==> src/rtl/lcd_pkg.sv <==
// lcd_pkg: LCD panel geometry, porch timing, capture FSM states and RGB565 helpers.
package lcd_pkg;
  localparam int LCD_H_ACT = 480;
  localparam int LCD_V_ACT = 272;
  localparam int LCD_H_BP = 2;
  localparam int LCD_V_BP = 2;
  localparam int LCD_ADDR_W = 17;
  typedef enum logic [2:0] {
    IDLE,
    VSYNC,
    VBP,
    HWAIT,
    HBP,
    ACTIVE,
    LINEEND
  } capState_e;
  typedef struct packed {
    logic [4:0] r;
    logic [5:0] g;
    logic [4:0] b;
  } rgb565_t;
  function automatic logic [15:0] packRgb565(input logic [4:0] r, input logic [5:0] g, input logic [4:0] b);
    return {r, g, b};
  endfunction
  function automatic rgb565_t unpackRgb565(input logic [15:0] pix);
    return rgb565_t'(pix);
  endfunction
endpackage

==> src/rtl/lcd_rgb565_capture_if.sv <==
// lcd_rgb565_capture_if: parallel LCD timing/pixel bus in, frame RAM write port out.
interface lcd_rgb565_capture_if #(
  parameter int ADDR_W = lcd_pkg::LCD_ADDR_W
);
  logic iLcdHSync;
  logic iLcdVSync;
  logic [4:0] iLcdR;
  logic [5:0] iLcdG;
  logic [4:0] iLcdB;
  logic oRamWrEn;
  logic [ADDR_W-1:0] oRamWrAddr;
  logic [15:0] oRamWrData;
  logic oFrameDone;
  logic oErrLine;
  logic oErrFrame;
  logic [7:0] oFrameCnt;
  modport master (
    output iLcdHSync, iLcdVSync, iLcdR, iLcdG, iLcdB,
    input oRamWrEn, oRamWrAddr, oRamWrData, oFrameDone, oErrLine, oErrFrame, oFrameCnt
  );
  modport slave (
    input iLcdHSync, iLcdVSync, iLcdR, iLcdG, iLcdB,
    output oRamWrEn, oRamWrAddr, oRamWrData, oFrameDone, oErrLine, oErrFrame, oFrameCnt
  );
endinterface

==> src/rtl/lcd_sync_edge.sv <==
// lcd_sync_edge: registers HSync/VSync once and flags rising/falling edges of the registered copies.
module lcd_sync_edge (
  input  logic iClk,
  input  logic iRsn,
  input  logic iHSync,
  input  logic iVSync,
  output logic oHSyncRise,
  output logic oHSyncFall,
  output logic oVSyncRise,
  output logic oVSyncFall
);
  logic hSync, vSync, hSyncQ, vSyncQ;
  always_ff @(posedge iClk or negedge iRsn) begin
    if (!iRsn) begin
      hSync <= 1'b1;
      vSync <= 1'b1;
      hSyncQ <= 1'b1;
      vSyncQ <= 1'b1;
    end else begin
      hSync <= iHSync;
      vSync <= iVSync;
      hSyncQ <= hSync;
      vSyncQ <= vSync;
    end
  end
  assign oHSyncRise = hSync & ~hSyncQ;
  assign oHSyncFall = hSyncQ & ~hSync;
  assign oVSyncRise = vSync & ~vSyncQ;
  assign oVSyncFall = vSyncQ & ~vSync;
endmodule

==> src/rtl/lcd_rgb565_capture.sv <==
// lcd_rgb565_capture: recovers the LCD active window and writes every active pixel to a linear frame RAM address.
module lcd_rgb565_capture
  import lcd_pkg::*;
#(
  parameter int H_ACT = LCD_H_ACT,
  parameter int V_ACT = LCD_V_ACT,
  parameter int H_BP = LCD_H_BP,
  parameter int V_BP = LCD_V_BP,
  parameter int ADDR_W = LCD_ADDR_W
) (
  input logic iClk,
  input logic iRsn,
  lcd_rgb565_capture_if.slave lcd
);
  localparam int COL_W = $clog2(H_ACT + 1);
  localparam int LINE_W = $clog2(V_ACT + 1);
  localparam int PORCH_W = $clog2((H_BP > V_BP ? H_BP : V_BP) + 1);
  capState_e state, stateNxt;
  logic hsRise, hsFall, vsRise, vsFall;
  logic [COL_W-1:0] col, colNxt;
  logic [LINE_W-1:0] line, lineNxt;
  logic [PORCH_W-1:0] porchCnt, porchNxt;
  logic [ADDR_W-1:0] addr, addrNxt, lineBase, baseNxt;
  logic [7:0] frameCnt, frameCntNxt;
  logic [15:0] pixQ;
  logic wrEn, frameDone, errLine, errFrame;
  logic wrEnQ, frameDoneQ, errLineQ, errFrameQ;
  logic [ADDR_W-1:0] wrAddrQ;
  logic [15:0] wrDataQ;
  lcd_sync_edge uSyncEdge (
    .iClk(iClk),
    .iRsn(iRsn),
    .iHSync(lcd.iLcdHSync),
    .iVSync(lcd.iLcdVSync),
    .oHSyncRise(hsRise),
    .oHSyncFall(hsFall),
    .oVSyncRise(vsRise),
    .oVSyncFall(vsFall)
  );
  always_ff @(posedge iClk or negedge iRsn) begin
    if (!iRsn) begin
      state <= IDLE;
      col <= '0;
      line <= '0;
      porchCnt <= '0;
      addr <= '0;
      lineBase <= '0;
      frameCnt <= '0;
      pixQ <= '0;
      wrEnQ <= 1'b0;
      wrAddrQ <= '0;
      wrDataQ <= '0;
      frameDoneQ <= 1'b0;
      errLineQ <= 1'b0;
      errFrameQ <= 1'b0;
    end else begin
      state <= stateNxt;
      col <= colNxt;
      line <= lineNxt;
      porchCnt <= porchNxt;
      addr <= addrNxt;
      lineBase <= baseNxt;
      frameCnt <= frameCntNxt;
      pixQ <= packRgb565(lcd.iLcdR, lcd.iLcdG, lcd.iLcdB);
      wrEnQ <= wrEn;
      if (wrEn) begin
        wrAddrQ <= addr;
        wrDataQ <= pixQ;
      end
      frameDoneQ <= frameDone;
      errLineQ <= errLine;
      errFrameQ <= errFrame;
    end
  end
  // A VSync fall mid-capture restarts the frame and outranks any line error in the same cycle.
  always_comb begin
    stateNxt = state;
    colNxt = col;
    lineNxt = line;
    porchNxt = porchCnt;
    addrNxt = addr;
    baseNxt = lineBase;
    frameCntNxt = frameCnt;
    wrEn = 1'b0;
    frameDone = 1'b0;
    errLine = 1'b0;
    errFrame = 1'b0;
    if (vsFall && state != IDLE && state != VSYNC) begin
      errFrame = 1'b1;
      stateNxt = VSYNC;
      colNxt = '0;
      lineNxt = '0;
      addrNxt = '0;
      baseNxt = '0;
    end else begin
      case (state)
        IDLE: stateNxt = vsFall ? VSYNC : IDLE;
        VSYNC: begin
          if (vsRise) begin
            stateNxt = VBP;
            lineNxt = '0;
            porchNxt = '0;
          end
        end
        VBP: begin
          if (hsFall) begin
            porchNxt = porchCnt + 1'b1;
            stateNxt = (porchCnt == PORCH_W'(V_BP - 1)) ? HWAIT : VBP;
          end
        end
        // The cycle that detects the HSync rise is the first porch cycle.
        HWAIT: begin
          if (hsRise) begin
            colNxt = '0;
            porchNxt = PORCH_W'(1);
            stateNxt = (H_BP <= 1) ? ACTIVE : HBP;
          end
        end
        HBP: begin
          porchNxt = porchCnt + 1'b1;
          stateNxt = (porchCnt == PORCH_W'(H_BP - 1)) ? ACTIVE : HBP;
        end
        ACTIVE: begin
          if (hsFall) begin
            errLine = 1'b1;
            stateNxt = LINEEND;
          end else begin
            wrEn = 1'b1;
            colNxt = col + 1'b1;
            stateNxt = (col == COL_W'(H_ACT - 1)) ? LINEEND : ACTIVE;
            addrNxt = (col == COL_W'(H_ACT - 1)) ? addr : addr + 1'b1;
          end
        end
        LINEEND: begin
          if (line == LINE_W'(V_ACT - 1)) begin
            frameDone = 1'b1;
            frameCntNxt = frameCnt + 8'd1;
            lineNxt = '0;
            addrNxt = '0;
            baseNxt = '0;
            stateNxt = IDLE;
          end else begin
            lineNxt = line + 1'b1;
            baseNxt = lineBase + ADDR_W'(H_ACT);
            addrNxt = lineBase + ADDR_W'(H_ACT);
            stateNxt = HWAIT;
          end
        end
        default: stateNxt = IDLE;
      endcase
    end
  end
  assign lcd.oRamWrEn = wrEnQ;
  assign lcd.oRamWrAddr = wrAddrQ;
  assign lcd.oRamWrData = wrDataQ;
  assign lcd.oFrameDone = frameDoneQ;
  assign lcd.oErrLine = errLineQ;
  assign lcd.oErrFrame = errFrameQ;
  assign lcd.oFrameCnt = frameCnt;
endmodule
==> src/flat_wrapper.sv <==
// flat-port wrapper written by rule: the top's interface ports become plain ports
module lcd_rgb565_capture_flat import lcd_pkg::*;
#(
  parameter int H_ACT = LCD_H_ACT,
  parameter int V_ACT = LCD_V_ACT,
  parameter int H_BP = LCD_H_BP,
  parameter int V_BP = LCD_V_BP,
  parameter int ADDR_W = LCD_ADDR_W
)
  (iClk, iRsn, lcd_iLcdHSync, lcd_iLcdVSync, lcd_iLcdR, lcd_iLcdG, lcd_iLcdB, lcd_oRamWrEn, lcd_oRamWrAddr, lcd_oRamWrData, lcd_oFrameDone, lcd_oErrLine, lcd_oErrFrame, lcd_oFrameCnt);
  lcd_rgb565_capture_if #(.ADDR_W(ADDR_W)) lcd_i ();
  input logic iClk;
  input logic iRsn;
  input wire logic [$bits(lcd_i.iLcdHSync)-1:0] lcd_iLcdHSync;
  input wire logic [$bits(lcd_i.iLcdVSync)-1:0] lcd_iLcdVSync;
  input wire logic [$bits(lcd_i.iLcdR)-1:0] lcd_iLcdR;
  input wire logic [$bits(lcd_i.iLcdG)-1:0] lcd_iLcdG;
  input wire logic [$bits(lcd_i.iLcdB)-1:0] lcd_iLcdB;
  output wire logic [$bits(lcd_i.oRamWrEn)-1:0] lcd_oRamWrEn;
  output wire logic [$bits(lcd_i.oRamWrAddr)-1:0] lcd_oRamWrAddr;
  output wire logic [$bits(lcd_i.oRamWrData)-1:0] lcd_oRamWrData;
  output wire logic [$bits(lcd_i.oFrameDone)-1:0] lcd_oFrameDone;
  output wire logic [$bits(lcd_i.oErrLine)-1:0] lcd_oErrLine;
  output wire logic [$bits(lcd_i.oErrFrame)-1:0] lcd_oErrFrame;
  output wire logic [$bits(lcd_i.oFrameCnt)-1:0] lcd_oFrameCnt;
  assign lcd_i.iLcdHSync = lcd_iLcdHSync;
  assign lcd_i.iLcdVSync = lcd_iLcdVSync;
  assign lcd_i.iLcdR = lcd_iLcdR;
  assign lcd_i.iLcdG = lcd_iLcdG;
  assign lcd_i.iLcdB = lcd_iLcdB;
  assign lcd_oRamWrEn = lcd_i.oRamWrEn;
  assign lcd_oRamWrAddr = lcd_i.oRamWrAddr;
  assign lcd_oRamWrData = lcd_i.oRamWrData;
  assign lcd_oFrameDone = lcd_i.oFrameDone;
  assign lcd_oErrLine = lcd_i.oErrLine;
  assign lcd_oErrFrame = lcd_i.oErrFrame;
  assign lcd_oFrameCnt = lcd_i.oFrameCnt;
  lcd_rgb565_capture #(.H_ACT(H_ACT), .V_ACT(V_ACT), .H_BP(H_BP), .V_BP(V_BP), .ADDR_W(ADDR_W)) u_core (.iClk(iClk), .iRsn(iRsn), .lcd(lcd_i));
endmodule
==> config.mk <==
export PLATFORM = sky130hd
export DESIGN_NAME = lcd_rgb565_capture_flat
export DESIGN_NICKNAME = d
export VERILOG_FILES = /design/src/rtl/lcd_pkg.sv /design/src/rtl/lcd_rgb565_capture_if.sv /design/src/rtl/lcd_sync_edge.sv /design/src/rtl/lcd_rgb565_capture.sv /design/src/flat_wrapper.sv
export SDC_FILE = /design/constraint.sdc
export NUM_CORES = 1
export LEC_CHECK = 0
export ABC_AREA = 1
export BUFFER_PORTS_ARGS = -buffer_cell sky130_fd_sc_hd__buf_2
export CELL_PAD_IN_SITES_DETAIL_PLACEMENT = 1
export CELL_PAD_IN_SITES_GLOBAL_PLACEMENT = 2
export CORE_MARGIN = 1.5
export CORE_UTILIZATION = 32
export DETAILED_ROUTE_END_ITERATION = 7
export PLACE_DENSITY = 0.74
export SETUP_SLACK_MARGIN = 0.5
export SYNTH_ARGS = -nofsm -noshare
export SYNTH_HDL_FRONTEND = slang
export SYNTH_SLANG_ARGS = --single-unit
==> constraint.sdc <==
create_clock -name iClk -period 1.4 [get_ports iClk]
set_input_delay 0.28 -clock iClk [delete_from_list [all_inputs] [get_ports iClk]]
set_output_delay 0.28 -clock iClk [all_outputs]
set_load 0.05 [all_outputs]
==> run metrics <==
Setup-failing EPs final=100; Design Area, Final=10700 sq um; clock power share=22.3%; Die W=139 um; worst rel slew slack=72.8%; Worst-Margin Slew=0.404 ns; boundary pin count=65; P_sw=8.05 mW; P_int=10.8 mW; RSZ-0062 raised after global routing=true; initial antenna violation count=0; die height=139 um; WL/cell=20.5 um; share of cells above drive strength 1=53.4%; failing checks=design-rule violations, negative setup slack; largest net degree at the start of global routing=63; final WL=26.1 mm; skew final=0.0128 ns; crit path max fanout=3; FF-to-FF setup slack=-0.44 ns; I/O Buffers=64; crit start category=flip-flop; worst reg2reg path depth=11; H-Tree Depth=4; Layout Utilization=58.9%; first-pass GRT wire length=36.0 mm; DRC errors left=9; Overflow after GRT=0; post-synthesis cell count=725; fin cells=1275; Period minus WS final=1.84 ns; post-synthesis net count=751; DR iter-0 viols=352; vias=6398; Longest Clk Path Bufs=2; CP startpoint=u_core.line[0]; combinational group share of total power=51.1%; Synth Cell Area=5940 sq um; CTS tree=built; DP Wirelength=12.7 mm; Slew Viols, Final=0; crit share post-route=131%; area grow syn2layout=79.5%; die area=19400 sq um; maximum VDD drop=0.929 mV; vias in the first global route=6782; NumNets Final=1059; Setup crit end kind=flip-flop; final hold violation count=0; syn_area_per_cell=8.19 sq um; clock-pin slew on the worst setup and hold paths=0.06 ns; switching fraction of total power=42.8%; reg-to-reg endpoint=u_core.line[8]; FF+latch count, synth=122; core area=18100 sq um; placer's final routability congestion estimate=0.809; Placed Cells=1100; worst setup path endpoint=u_core.line[8]; antenna viol nets, final=0; Max Freq=544 MHz; Worst EP required=1.72 ns; number of CTS-inserted buffers=17; Root Buffer Master=clkbuf_16; count of cell types in the netlist=38; DRT Pass-1 Iters=6; CP arrival=2.16 ns; crit path kind=flip-flop to flip-flop; setup slack after layout=-0.437 ns; Clock Latency Late Sink=0.44 ns; LEAKAGE=5.14 nW; # clock sinks=122; dpl cell area=7350 sq um; Reg-to-Reg Start=u_core.line[0]; Power Total=18.8 mW; Max Cap Viol=0; num rows=49; Antenna Cells=0; status=complete, but fails checks; Ys Warns=0; Via-to-Cell Ratio=5.02; Seq pwr share=26.7%; Pwr Density=1770 nW/um^2; register area share after synthesis=51.5%; worst hold path class=flip-flop to flip-flop; Fin Hold WS=0.366 ns; total track usage=23.9%; Initial Utilization=32.8%
[Yosys cell counts]
| cell | number | area (sq um) |
|---|---|---|
| a21o_1 | 1 | 7.51 |
| a21oi_1 | 8 | 40.0 |
| and3_1 | 1 | 6.26 |
| buf_2 | 10 | 50.1 |
| buf_4 | 1 | 7.51 |
| buf_6 | 5 | 56.3 |
| clkbuf_1 | 1 | 3.75 |
| clkinv_2 | 2 | 10.0 |
| clkinv_8 | 1 | 16.3 |
| dfrtp_1 | 118 | 2950 |
| dfstp_2 | 4 | 105 |
| ha_1 | 6 | 75.1 |
| inv_1 | 75 | 282 |
| inv_2 | 3 | 11.3 |
| inv_4 | 1 | 6.26 |
| nand2_1 | 235 | 882 |
| nand2_2 | 4 | 25.0 |
| nand2_4 | 7 | 78.8 |
| nand3_1 | 57 | 285 |
| nand3_2 | 5 | 50.1 |
| nand3b_1 | 2 | 15.0 |
| nand4_1 | 25 | 156 |
| nor2_1 | 59 | 221 |
| nor2_2 | 5 | 31.3 |
| nor2_4 | 5 | 56.3 |
| nor3_1 | 3 | 15.0 |
| nor4_1 | 2 | 12.5 |
| o21a_1 | 1 | 7.51 |
| o21ai_0 | 32 | 160 |
| o21ai_1 | 19 | 95.1 |
| o21ai_2 | 4 | 35.0 |
| o21bai_1 | 2 | 15.0 |
| o22ai_1 | 2 | 12.5 |
| o31ai_1 | 1 | 7.51 |
| or2_1 | 1 | 6.26 |
| or2_2 | 3 | 18.8 |
| xnor2_1 | 5 | 43.8 |
| xor2_1 | 9 | 78.8 |
[critical path, cell delays in order (launching register included)]
cell and delay [ns]:
dfrtp_1 0.45, ha_4 0.19, nand2_4 0.06, nor2_4 0.12, buf_6 0.12, buf_6 0.09, buf_6 0.09, nand4_1 0.13
nor2_1 0.20, nand2_1 0.12, nand3_2 0.10, o21ai_2 0.05
[power by group through the flow]
stage	Clock (mW)	Sequential [mW]	Combinational, mW
final	4.19	5.02	9.61
after global routing	4.39	5.09	10.2
after CTS	4.17	4.91	8.13
after detailed placement	0	4.85	5.84
after global placement	0	4.81	5.69
after floorplan	0	6.05	2.44
[state kept, by name (all words and copies together) (netlist names), 2 cells and up]
name / count
u_core.lcd.oRamWrAddr: 17
u_core.col: 9
u_core.porchCnt: 2
u_core.pixQ: 16
u_core.lcd.oFrameCnt: 8
u_core.lcd.oRamWrData: 16
u_core.line: 9
u_core.addr: 17
u_core.state: 3
u_core.lineBase: 17
[per-layer routing]
layer | share of wire [%] | vias to the layer above | GRT usage (%) | wire length, um
li1 | - | 2949 | - | -
met1 | 39 | 3260 | 29.1 | 10200
met2 | 55 | 136 | 42.5 | 14300
met3 | 3.1 | 53 | 4.78 | 799
met4 | 3.1 | 0 | 7.33 | 801
met5 | 0 | - | 0 | 0
[cell usage in the layout, fill, tap and decap left out, types with 5 or more instances in the layout]
cell / count
nand2_2: 72
nand3_4: 8
dlygate4sd3_1: 19
clkbuf_16: 18
nand2_4: 28
nand2_8: 7
inv_2: 8
o21ai_2: 31
nand3_1: 43
inv_4: 6
o21ai_1: 16
nor2_4: 20
nand3_2: 11
inv_1: 63
buf_2: 18
o21ai_0: 5
nor2_2: 8
buf_12: 19
nand4_1: 25
a21oi_2: 6
nand2_1: 141
buf_8: 9
buf_4: 154
inv_6: 6
xor2_1: 9
buf_6: 74
clkinv_2: 5
dfrtp_2: 10
nor2_1: 41
dfrtp_1: 108
[cells by family (layout without fill, tap and decap cells)]
kind of cell    Yosys count  in the layout  synth area share, %
buf+inv                  99            418                 7.46
simple gates            414            416                 31.3
xor+xnor                 14             14                 2.06
flops                   122            122                 51.5
compound gates           70             70                 6.40
fa+ha+maj                 6              6                 1.26
[worst min-delay path by stage]
| stage | from | endpoint | cells after the start |
|---|---|---|---|
| after CTS | u_core.uSyncEdge.hSync | u_core.uSyncEdge.hSyncQ | 0 |
| after global routing | u_core.uSyncEdge.hSync | u_core.uSyncEdge.hSyncQ | 0 |
| after global placement | iRsn | u_core.lcd.oRamWrAddr[2] | 2 |
| final | u_core.uSyncEdge.hSync | u_core.uSyncEdge.hSyncQ | 0 |
| after floorplan | iRsn | u_core.addr[0] | 0 |
| after detailed placement | iRsn | u_core.lcd.oRamWrAddr[2] | 2 |
[through the flow]
stage / TNS (ns) / setup slack (ns)
after floorplan: -5.85 / -0.182
after global placement: -10.86 / -0.218
after detailed placement: -16.48 / -0.324
after CTS: -14.73 / -0.234
after global routing: -35.40 / -0.517
final: -28.88 / -0.437
[repair_timing]
| action | 4_1_cts | 5_1_grt |
|---|---|---|
| hold buffers | 19 | 0 |
| endpoints found under the hold margin | 136 | 0 |
| setup buffers | 65 | 47 |
| endpoints found under the setup margin | 147 | 147 |
| resized for setup | 292 | 118 |
| cloned | 8 | 4 |
| pin swaps | 60 | 42 |
[area by class of cell]
type | count | area, sq um
Fill cell | 1965 | 7420
Timing Repair inverter | 6 | 96.3
Clock buffer | 17 | 425
Inverter | 82 | 365
Tap cell | 229 | 287
Timing Repair Buffer | 298 | 2920
Multi-Input combinational cell | 506 | 3380
Clock inverter | 15 | 114
Sequential cell | 122 | 3070
No activity file was read; power rests on OpenSTA's default activity.
